$ cat config.mk
export PLATFORM = sky130hd
export DESIGN_NAME = pulse_meter_flat
export DESIGN_NICKNAME = d
export VERILOG_FILES = /design/src/rtl/pulse_meter_if.sv /design/src/rtl/pulse_meter.sv /design/src/flat_wrapper.sv
export SDC_FILE = /design/constraint.sdc
export NUM_CORES = 1
export LEC_CHECK = 0
export BUFFER_PORTS_ARGS = -buffer_cell sky130_fd_sc_hd__buf_2
export CORE_MARGIN = 4
export CORE_UTILIZATION = 30
export DETAILED_ROUTE_END_ITERATION = 8
export GPL_TIMING_DRIVEN = 0
export SETUP_SLACK_MARGIN = 0.15
export SYNTH_ARGS = -nofsm -noshare
export SYNTH_HDL_FRONTEND = slang
export SYNTH_SLANG_ARGS = --single-unit
$ cat constraint.sdc
create_clock -name clk -period 2.2 [get_ports clk]
set_clock_uncertainty 0.1 [all_clocks]
set_input_delay 0.44 -clock clk [delete_from_list [all_inputs] [get_ports clk]]
set_output_delay 0.44 -clock clk [all_outputs]
set_load 0.005 [all_outputs]
$ cat src/rtl/pulse_meter_if.sv
// Result handshake of the pulse meter: the meter is the master, the consumer is the slave.
interface pulse_meter_if #(
    parameter int unsigned CNT_W = 8
) ();
    logic             result_valid;
    logic             result_ready;
    logic [CNT_W-1:0] result_count;
    logic             result_ovf;

    modport master (
        output result_valid,
        output result_count,
        output result_ovf,
        input  result_ready
    );

    modport slave (
        input  result_valid,
        input  result_count,
        input  result_ovf,
        output result_ready
    );
endinterface

$ cat src/rtl/pulse_meter.sv
// Counts rising edges of pulse_in_i over a gated window of clk cycles and
// returns the saturating count plus a sticky overflow flag through a valid/ready handshake.
module pulse_meter #(
    parameter int unsigned CNT_W = 8,
    parameter int unsigned WIN_W = 16
) (
    input  logic             clk,
    input  logic             rst_n,
    input  logic             enable_i,
    input  logic             start_i,
    input  logic [WIN_W-1:0] window_len_i,
    input  logic             pulse_in_i,
    output logic             busy_o,
    pulse_meter_if.master    res_if
);

    localparam logic [CNT_W-1:0] CntMax = {CNT_W{1'b1}};

    typedef enum logic [1:0] {StIdle, StMeasure, StReport} state_e;

    state_e           state_q;
    logic             pulse_q;
    logic [WIN_W-1:0] win_q;
    logic [CNT_W-1:0] cnt_q, cnt_d;
    logic             ovf_q, ovf_d;
    logic             busy_q;
    logic             valid_q;
    logic [CNT_W-1:0] res_count_q;
    logic             res_ovf_q;
    logic             rise;

    // Count and overflow as they would stand if the current edge is an active one.
    always_comb begin
        rise  = pulse_in_i & ~pulse_q;
        cnt_d = cnt_q;
        ovf_d = ovf_q;
        if (rise) begin
            if (cnt_q == CntMax) begin
                ovf_d = 1'b1;
            end else begin
                cnt_d = cnt_q + 1'b1;
            end
        end
    end

    always_ff @(posedge clk or negedge rst_n) begin
        if (!rst_n) begin
            state_q     <= StIdle;
            pulse_q     <= 1'b0;
            win_q       <= '0;
            cnt_q       <= '0;
            ovf_q       <= 1'b0;
            busy_q      <= 1'b0;
            valid_q     <= 1'b0;
            res_count_q <= '0;
            res_ovf_q   <= 1'b0;
        end else begin
            pulse_q <= pulse_in_i;
            unique case (state_q)
                StIdle: begin
                    if (start_i && enable_i && (window_len_i != '0)) begin
                        win_q   <= window_len_i;
                        cnt_q   <= '0;
                        ovf_q   <= 1'b0;
                        busy_q  <= 1'b1;
                        state_q <= StMeasure;
                    end
                end
                StMeasure: begin
                    if (enable_i) begin
                        win_q <= win_q - 1'b1;
                        cnt_q <= cnt_d;
                        ovf_q <= ovf_d;
                        // win_q is never 0 here, so this is the last active edge.
                        if (win_q == WIN_W'(1)) begin
                            res_count_q <= cnt_d;
                            res_ovf_q   <= ovf_d;
                            valid_q     <= 1'b1;
                            state_q     <= StReport;
                        end
                    end
                end
                StReport: begin
                    if (res_if.result_ready) begin
                        valid_q <= 1'b0;
                        busy_q  <= 1'b0;
                        state_q <= StIdle;
                    end
                end
                default: begin
                    valid_q <= 1'b0;
                    busy_q  <= 1'b0;
                    state_q <= StIdle;
                end
            endcase
        end
    end

    assign busy_o              = busy_q;
    assign res_if.result_valid = valid_q;
    assign res_if.result_count = res_count_q;
    assign res_if.result_ovf   = res_ovf_q;

endmodule

$ cat src/flat_wrapper.sv
// flat-port wrapper written by rule: the top's interface ports become plain ports
module pulse_meter_flat 
#(
    parameter int unsigned CNT_W = 8,
    parameter int unsigned WIN_W = 16
)
  (clk, rst_n, enable_i, start_i, window_len_i, pulse_in_i, busy_o, res_if_result_valid, res_if_result_count, res_if_result_ovf, res_if_result_ready);
  pulse_meter_if #(.CNT_W(CNT_W)) res_if_i ();
  input  logic clk;
  input  logic rst_n;
  input  logic enable_i;
  input  logic start_i;
  input  logic [WIN_W-1:0] window_len_i;
  input  logic pulse_in_i;
  output logic busy_o;
  output wire logic [$bits(res_if_i.result_valid)-1:0] res_if_result_valid;
  output wire logic [$bits(res_if_i.result_count)-1:0] res_if_result_count;
  output wire logic [$bits(res_if_i.result_ovf)-1:0] res_if_result_ovf;
  input wire logic [$bits(res_if_i.result_ready)-1:0] res_if_result_ready;
  assign res_if_result_valid = res_if_i.result_valid;
  assign res_if_result_count = res_if_i.result_count;
  assign res_if_result_ovf = res_if_i.result_ovf;
  assign res_if_i.result_ready = res_if_result_ready;
  pulse_meter #(.CNT_W(CNT_W), .WIN_W(WIN_W)) u_core (.clk(clk), .rst_n(rst_n), .enable_i(enable_i), .start_i(start_i), .window_len_i(window_len_i), .pulse_in_i(pulse_in_i), .busy_o(busy_o), .res_if(res_if_i));
endmodule
# Word level (Yosys, flattened, before mapping)
# Index checks and enable logic that the tools add are counted.
# Widths: inputs -> output; s select.
# op_classes
add_sub_neg	2
eq_ne	8
n_mux	24
bitwise_logic	4
n_reduce_logical	10
# op_table
operator	count
$mux 16	2
$mux 8	4
$pmux 16 s2	1
$eq 16x1->1 const B	1
$pmux 8 s2	1
$reduce_bool 16->1	1
$sub 16x1->16 const B	1
$reduce_and 3->1	3
$add 8x1->8 const B	1
$eq 8x8->1 const B	1
$mux 1	8
$mux 2	4
$reduce_and 4->1	2
$pmux 1 s3	2
$pmux 2 s3	1
$ne 2x1->1 const B	2
$ne 2x2->1 const B	2
$not 1->1	3
$eq 2x1->1 const B	1
$eq 2x2->1 const B	1
$logic_and 1x1->1	2
$logic_not 2->1	1
$pmux 1 s2	1
$reduce_bool 2->1	1
$and 1x1->1	1
# word_totals
register_bits	39
in_bits	22

# Depth between registers and ports, before layout
# Gate-level depths: netlist (run 1).
# logic_depth
word_depth	5
ltp_mapped	9
ltp_nobuf	7

# Least setup slack after synthesis (run 1)
# Ideal clock, no wire load.
# synth_path
path_kind	register -> register
startpoint	register u_core.win_q[1]
endpoint	register u_core.res_count_q[5] (netlist: u_core.res_if.result_count[5])
arrival_time_ns	1.766
t_required_ns	1.967
path_slack_ns	0.201
path_stages_with_launch	9
synth_period_minus_slack_ns	1.999
cell_sequence	dfrtp_1 -> inv_1 -> ha_1 -> or4b_2 -> nor3_2 -> nand3_1 -> buf_2 -> nor3_1 -> a21oi_1
# synth_via
elab_chain_len	2
# synth_rtl
item	line_no	source
start, declared	pulse_meter.sv:23	logic [WIN_W-1:0] win_q;
start signal, assigned	pulse_meter.sv:62	win_q <= window_len_i;
start signal, assigned	pulse_meter.sv:71	win_q <= win_q - 1'b1;
$eq 16x1->1	pulse_meter.sv:75	if (win_q == WIN_W'(1)) begin
$reduce_and 3->1 (no source line)	--	
end signal, assigned	pulse_meter.sv:76	res_count_q <= cnt_d;
end, declared	pulse_meter.sv:28	logic [CNT_W-1:0] res_count_q;
# No other way between the ends.
# A chain may end at the register's enable or synchronous reset.

# Worst setup path in the final report (run 1)
# layout_path
startpoint	register u_core.win_q[1]
endpoint	register u_core.win_q[5]
# layout_via
elab_chain_len	3
# layout_rtl
item	line_no	source
$sub 16x1->16	pulse_meter.sv:71	
$mux 16	pulse_meter.sv:70	if (enable_i) begin
$pmux 16 s2	pulse_meter.sv:59	unique case (state_q)
# No other way between the ends. The select of a mux whose other input is x is not followed.

==> results.md, run 1 <==
* Post-route insts no fill at about 400
* Nets at between 300 and 400
* DRC violation count after routing at 0
* Post-Layout Inst Area at between 2000 and 3000 um2
* Fin crit share at a little over nine tenths
* Critical-path cell list: buf_4 -> or4_4 -> buf_6 -> or4b_1 -> a21oi_1 -> a211o_2
* Mapped Nets at 291
* Lkg Pwr at ~1.2 nW
* Cell row count at 31
* P_int at 0.00170 W
* DR vias at between 2,000 and 2,500
* Share of the synthesized area in the top cell type at a little over two fifths
* Mapped Area at around 2300 um2
* Slew @ Worst Pin at 0.893 ns
* Max-slew violations at 0
* Final Hold Fails at 0
* Final Wtd Congestion at just over 0.8
* Power Density at around 900 nW/um2
* Setup violators final at 0
* Boundary Pins at 33
* Worst EP arrival at ~2.2 ns
* Post-Syn Area per Cell at 8.50 um2
* TritonCTS clock tree: done
* Inserted Clock Buffers at 5
* I/O Buffers at 31
* First-pass GRT wire length at roughly 9900 um
* Final setup TNS at 0 ns
* Combinational share of power at a little under a third
* Worst hold margin at between 0.15 and 0.2 ns
* Outcome: completed
* Crit path max fanout at 7
* Flop pwr share at roughly 42%
* Max cap viols at 0
* Register area share after synthesis at 43.1%
* Placed standard-cell area at roughly 2500 um2
* Largest net degree at the start of global routing at 40
* Setup CP Type: reg2reg
* Dpl cells at between 300 and 400
* Distinct cells, synth at 44
* WL/cell at 14.7 um
* Post-synth top cells: dfrtp_1 (39), nand2_1 (35), nor2_1 (25), o21ai_0 (20), a21oi_1 (19)
* Yosys synthesis warning count at 0
* RSZ-0062 raised after global routing: true
* Remaining antenna violation count at 0
* Peak supply drop at 318 uV
* Worst-path clk slew at 0.08 ns
* Cell count along the critical path at 6
* H-tree depth at 2
* Slowest CP cell: or4_4
* Avg Vias per Cell at 5.23
* Initial antenna violation count at 0
* Initial DRT Pass Iterations at 4
* Synth Instances at roughly 270
* Fmax achieved at between 400 and 500 MHz
* Final wirelength at 6030 um
* FF+latch count, synth at 39
* Share of cells above drive strength 1 at about 26%
* Synth area leaders: dfrtp_1 (43%), nand2_1 (5.8%), mux2i_1 (5.8%), o21ai_0 (4.4%), a21oi_1 (4.2%)
* Crit path time final at 2.08 ns
* Clock Tree Buf Depth at 2
* Height of the die at between 90 and 100 um
* Critical Path End Type: flip-flop
* CP Buf/Inv Count at 2
* 1st-iter DRT viols at 110
* CP top delay family: simple AND/OR/NAND/NOR gates
* Cell with the most instances after synthesis: dfrtp_1
* Core area at about 7300 um2
* Full die area at approximately 9000 um2
* Starting density of the core at 31.0%
* Top_reg_cell synth: dfrtp_1
* Worst-case reg-to-reg path depth at 6
* Startpoint types: flip-flop
* Hold WC Path Type: in2async
* Synth async-reset ratio at 100%
* Switching Share at between 30% and 40%
* Max-slew headroom at a little over 40%
* Net Sw Power at 0.000915 W
* Yosys top cell by area: dfrtp_1
* Clock power frac at approximately 28%
* Total Routing Usage GR at between 10 and 15%
* Die span in x at ~95 um
* Antenna cell count at 0
* Grt total ovfl at 0
* Layout area overhead at 25.3%
* Power consumption at 0.00262 W
* Worst skew pair latency at 0.29 ns
* Number of global-route vias before repair at about 2,100
* Worst path required time at ~2.3 ns
* CTS Sinks at 39
* Post-synth EDFFs at 0
* Hold buffer count at CTS at 0
* Post-DP HPWL at around 4200 um
* CP max stage delay at between 0.5 and 0.6 ns
* Root buf cell: clkbuf_8
## stage by stage
step           util, %  worst slack (ns)
3_5_place_dp      34.8            -0.184
4_1_cts           37.7            0.0771
3_3_place_gp      34.8            -0.176
5_1_grt           38.9            0.0593
6_report          38.9             0.125
2_1_floorplan        -             0.201
## power groups by stage
stage               Combinational (W)  Clock [W]  Sequential (W)
finish                       0.000808   0.000724         0.00109
CTS                          0.000740   0.000736         0.00106
detailed placement           0.000683          0         0.00107
global placement             0.000670          0         0.00106
global route                 0.000900   0.000754         0.00112
floorplan                    0.000527          0         0.00102
## registers in the layout, indices dropped and copies added, names as in the netlist
name,cells
u_core.win_q,16
u_core.res_if.result_count,8
u_core.busy_o,1
u_core.cnt_q,8
u_core.pulse_q,1
u_core.state_q,2
u_core.ovf_q,1
u_core.res_if.result_ovf,1
u_core.res_if.result_valid,1
## logic make-up after synthesis
kind of cell               synth area share, %
DFF                                       43.1
adders and majority gates                 1.66
muxes                                     5.75
and+or+nand+nor                           26.8
AOI/OAI and AO/OA                         16.8
buffers and inverters                     4.76
xor gates and xnor gates                  1.16
## path summary, 6_finish.rpt
path                                                     from                       endpoint  slack, ns
worst max-delay path                          u_core.win_q[1]                u_core.win_q[5]       0.12
worst min-delay path                                    rst_n                u_core.cnt_q[6]       0.17
worst max register to register                u_core.win_q[1]                u_core.win_q[5]       0.12
worst min register to register  u_core.res_if.result_count[4]  u_core.res_if.result_count[4]       0.38
max in group asynchronous                               rst_n                u_core.win_q[8]       1.23
min in group clk                                   pulse_in_i                 u_core.pulse_q       0.20
## placed cells by master (no fill, tap or decap), drive strengths merged, types with 2 or more instances in the layout
master,n
or4,2
or3,2
xnor2,2
a22o,2
buf,47
a21oi,19
and3,3
a31oi,4
nand2b,2
or2,3
a211oi,4
clkbuf,13
nand3,12
dfrtp,39
nand2,35
ha,3
mux2i,13
nor4,10
bufinv,2
nor2b,3
nor2,25
nor3,15
or4b,2
inv,8
o22ai,8
o21ai,21
## routing by layer
metal / vias up / share of wire (%) / GRT usage [%]
li1: 1046 / - / -
met1: 1046 / 45 / 17.7
met2: 51 / 48 / 23.3
met3: 6 / 5.0 / 2.71
met4: 0 / 1.4 / 4.57
met5: - / 0 / 0
## layout make-up
cell class | count | area [um2]
sequential | 39 | 977
timing repair buffer | 38 | 205
buffer | 16 | 106
multi-input combinational | 203 | 1260
clock inverter | 2 | 60.1
clock buffer | 6 | 72.6
tap | 99 | 124
inverter | 8 | 30.0
fill | 783 | 4460
## what timing repair did
| action | in CTS | in global routing |
|---|---|---|
| endpoints found under the setup margin | 14 | 22 |
| cloned | 1 | 0 |
| pin swaps | 1 | 8 |
| buffers inserted | 3 | 3 |
| gates resized for setup | 13 | 26 |
## worst register-to-register path, delay by kind of cell (launching register included)
| family | cells | cell delay (ns) |
|---|---|---|
| AOI/OAI and AO/OA | 2 | 0.26 |
| buffers and inverters | 2 | 0.29 |
| DFF | 1 | 0.39 |
| and+or+nand+nor | 2 | 0.99 |
(Power assumes the default switching activity.)
==> run 2: changes to the inputs <==
- PLACE_DENSITY: not set -> 0.44
==> results.md, run 2 (synthesized netlist as in run 1, its figures left out) <==
* Max-slew headroom at 36.9% (-3.6 points)
* Critical Path End Type: flip-flop
* GR Util met1 at 23.4% (+5.8 points)
* GRT Max-Usage Layer: met1
* Fillers at 802 (+2.4%)
* Total Routing Usage GR at 15.6% (+1.8 points)
* Hold buffer count at CTS at 0 (unchanged)
* Remaining antenna violation count at 0 (unchanged)
* Power consumption at 0.00245 W (-6.4%)
* Reg with most FFs: u_core.win_q
* P_int at 0.00151 W (-12%)
* Worst hold margin at 0.177 ns (+0.00936 ns)
* Inserted Clock Buffers at 5 (unchanged)
* DR vias at 2,144 (-0.23%)
* Final wirelength at 6670 um (+11%)
* Met2 global-route usage at 22.7% (-0.65 points)
* I/O Buffers at 31 (unchanged)
* Clock Tree Buf Depth at 2 (unchanged)
* M3 GR Usage at 2.87% (+0.16 points)
* CTS Sinks at 39 (unchanged)
* Combinational share of power at 36.1% (+5.2 points)
* Initial antenna violation count at 0 (unchanged)
* DRC violation count after routing at 0 (unchanged)
* Initial DRT Pass Iterations at 5 (+1)
* Largest net degree at the start of global routing at 40 (unchanged)
* Crit path time final at 2.03 ns (-0.0445 ns)
* Max cap viols at 0 (unchanged)
* Commonest non-fill, non-tap cell in the layout: buf_2
* Core area at 7290 um2 (unchanged)
* Nets at 341 (+1.5%)
* Starting density of the core at 31.0% (unchanged)
* Clock power frac at 20.3% (-7.3 points)
* Startpoint types: flip-flop
* Layout area overhead at 26.3%
* Setup violators final at 0 (unchanged)
* Area of the multi-input gates at 1290 um2 (+2.3%)
* Register area at 982 um2 (+0.51%)
* Number of global-route vias before repair at 2,070 (+0.88%)
* RSZ-0062 raised after global routing: true
* Slew @ Worst Pin at 0.947 ns (+0.0539 ns)
* Switching Share at 38.5% (+3.6 points)
* Final Hold Fails at 0 (unchanged)
* Cell row count at 31 (unchanged)
* Most frequent cells in the layout: buf_2 (35), dfrtp_1 (34), nand2_1 (33)
* H-tree depth at 2 (unchanged)
* Fin crit share at 92.3% (-2.0 points)
* Height of the die at 94.8 um (unchanged)
* 1st-iter DRT viols at 127 (+15%)
* Worst-path clk slew at 0.08 ns (about the same)
* TritonCTS clock tree: done
* Worst EP arrival at 2.12 ns (-0.09 ns)
* Outcome: completed
* Core Util, Final at 39.2% (+0.33 points)
* Setup CP Type: reg2reg
* Peak supply drop at 302 uV (-4.9%)
* Root buf cell: clkbuf_8
* Net Sw Power at 0.000945 W (+3.3%)
* Max reg flops at 16 (unchanged)
* WL/cell at 16.0 um (+9.2%)
* Post-place setup slack at -0.337 ns (-0.153 ns)
* Power Density at 858 nW/um2 (-7.1%)
* Share of cells above drive strength 1 at 29.3% (+3.7 points)
* Lkg Pwr at 1.21 nW (-1.1%)
* Max-slew violations at 0 (unchanged)
* First-pass GRT wire length at 10,800 um (+9.6%)
* Final setup margin at 0.169 ns (+0.0445 ns)
* Crit path max fanout at 5 (-2)
* Fmax achieved at 492 MHz (+2.2%)
* Hold WC Path Type: in2async
* Avg Vias per Cell at 5.15 (-1.4%)
* Grt total ovfl at 0 (unchanged)
* Final Wtd Congestion at 0.782 (-4.3%)
* Post-DP HPWL at 4460 um (+5.6%)
* Worst skew pair latency at 0.29 ns (about the same)
* Antenna cell count at 0 (unchanged)
* Worst path required time at 2.29 ns (-0.05 ns)
* Flop pwr share at 43.6% (+2.1 points)
* Boundary Pins at 33 (unchanged)
* Full die area at 8990 um2 (unchanged)
* Die span in x at 94.8 um (unchanged)
-- run 2: critical path, cell delays in order (launching register included) --
cell and delay, ns:
dfrtp_1 0.43, ha_2 0.20, or4b_4 0.48, nor3_4 0.20, nand3_4 0.14, buf_6 0.18
a22o_1 0.20
-- run 2: power by group through the flow --
stage	Sequential (W)	Combinational [W]	Clock, W
floorplan	0.00102	0.000527	0
CTS	0.00106	0.000797	0.000521
detailed placement	0.00107	0.000694	0
global route	0.00109	0.00100	0.000537
global placement	0.00107	0.000690	0
finish	0.00107	0.000886	0.000498
-- run 2: path summary, 6_finish.rpt --
kind | cells after the start | start | to | slack [ns]
setup / recovery | 6 | u_core.win_q[0] | u_core.res_if.result_count[6] | 0.17
hold / removal | 1 | rst_n | u_core.win_q[15] | 0.18
setup reg to reg | 6 | u_core.win_q[0] | u_core.res_if.result_count[6] | 0.17
hold reg to reg | 2 | u_core.res_if.result_count[4] | u_core.res_if.result_count[4] | 0.38
max in group asynchronous | 1 | rst_n | u_core.win_q[8] | 1.16
min in group clk | 1 | pulse_in_i | u_core.pulse_q | 0.19
-- run 2: cell type report --
type / count / area share [%]
Clock buffer: 6 / 2.54
Inverter: 8 / 1.05
Timing Repair Buffer: 43 / 8.58
Multi-Input combinational cell: 203 / 45.1
Buffer: 16 / 3.63
Tap cell: 99 / 4.33
Clock inverter: 2 / 0.438
Sequential cell: 39 / 34.4
-- run 2: repair_timing --
item / 4_1_cts / 5_1_grt
pin swaps: 7 / 6
gates resized for setup: 23 / 27
setup endpoints to repair: 24 / 20
setup buffers: 4 / 6
cloned: 2 / 0
-- run 2: through the flow --
stage | cells | cell area (um2) | setup TNS (ns)
after global routing | 416 | 2860 | 0
after detailed placement | 396 | 2540 | -4.66
after global placement | 396 | 2540 | -4.49
after floorplan | 266 | 2260 | 0
final | 416 | 2860 | 0
after CTS | 410 | 2740 | 0
-- run 2: per-layer routing --
layer	wire, um	vias up
li1	-	1062
met5	0	-
met1	3410	999
met4	106	0
met2	2800	73
met3	355	10
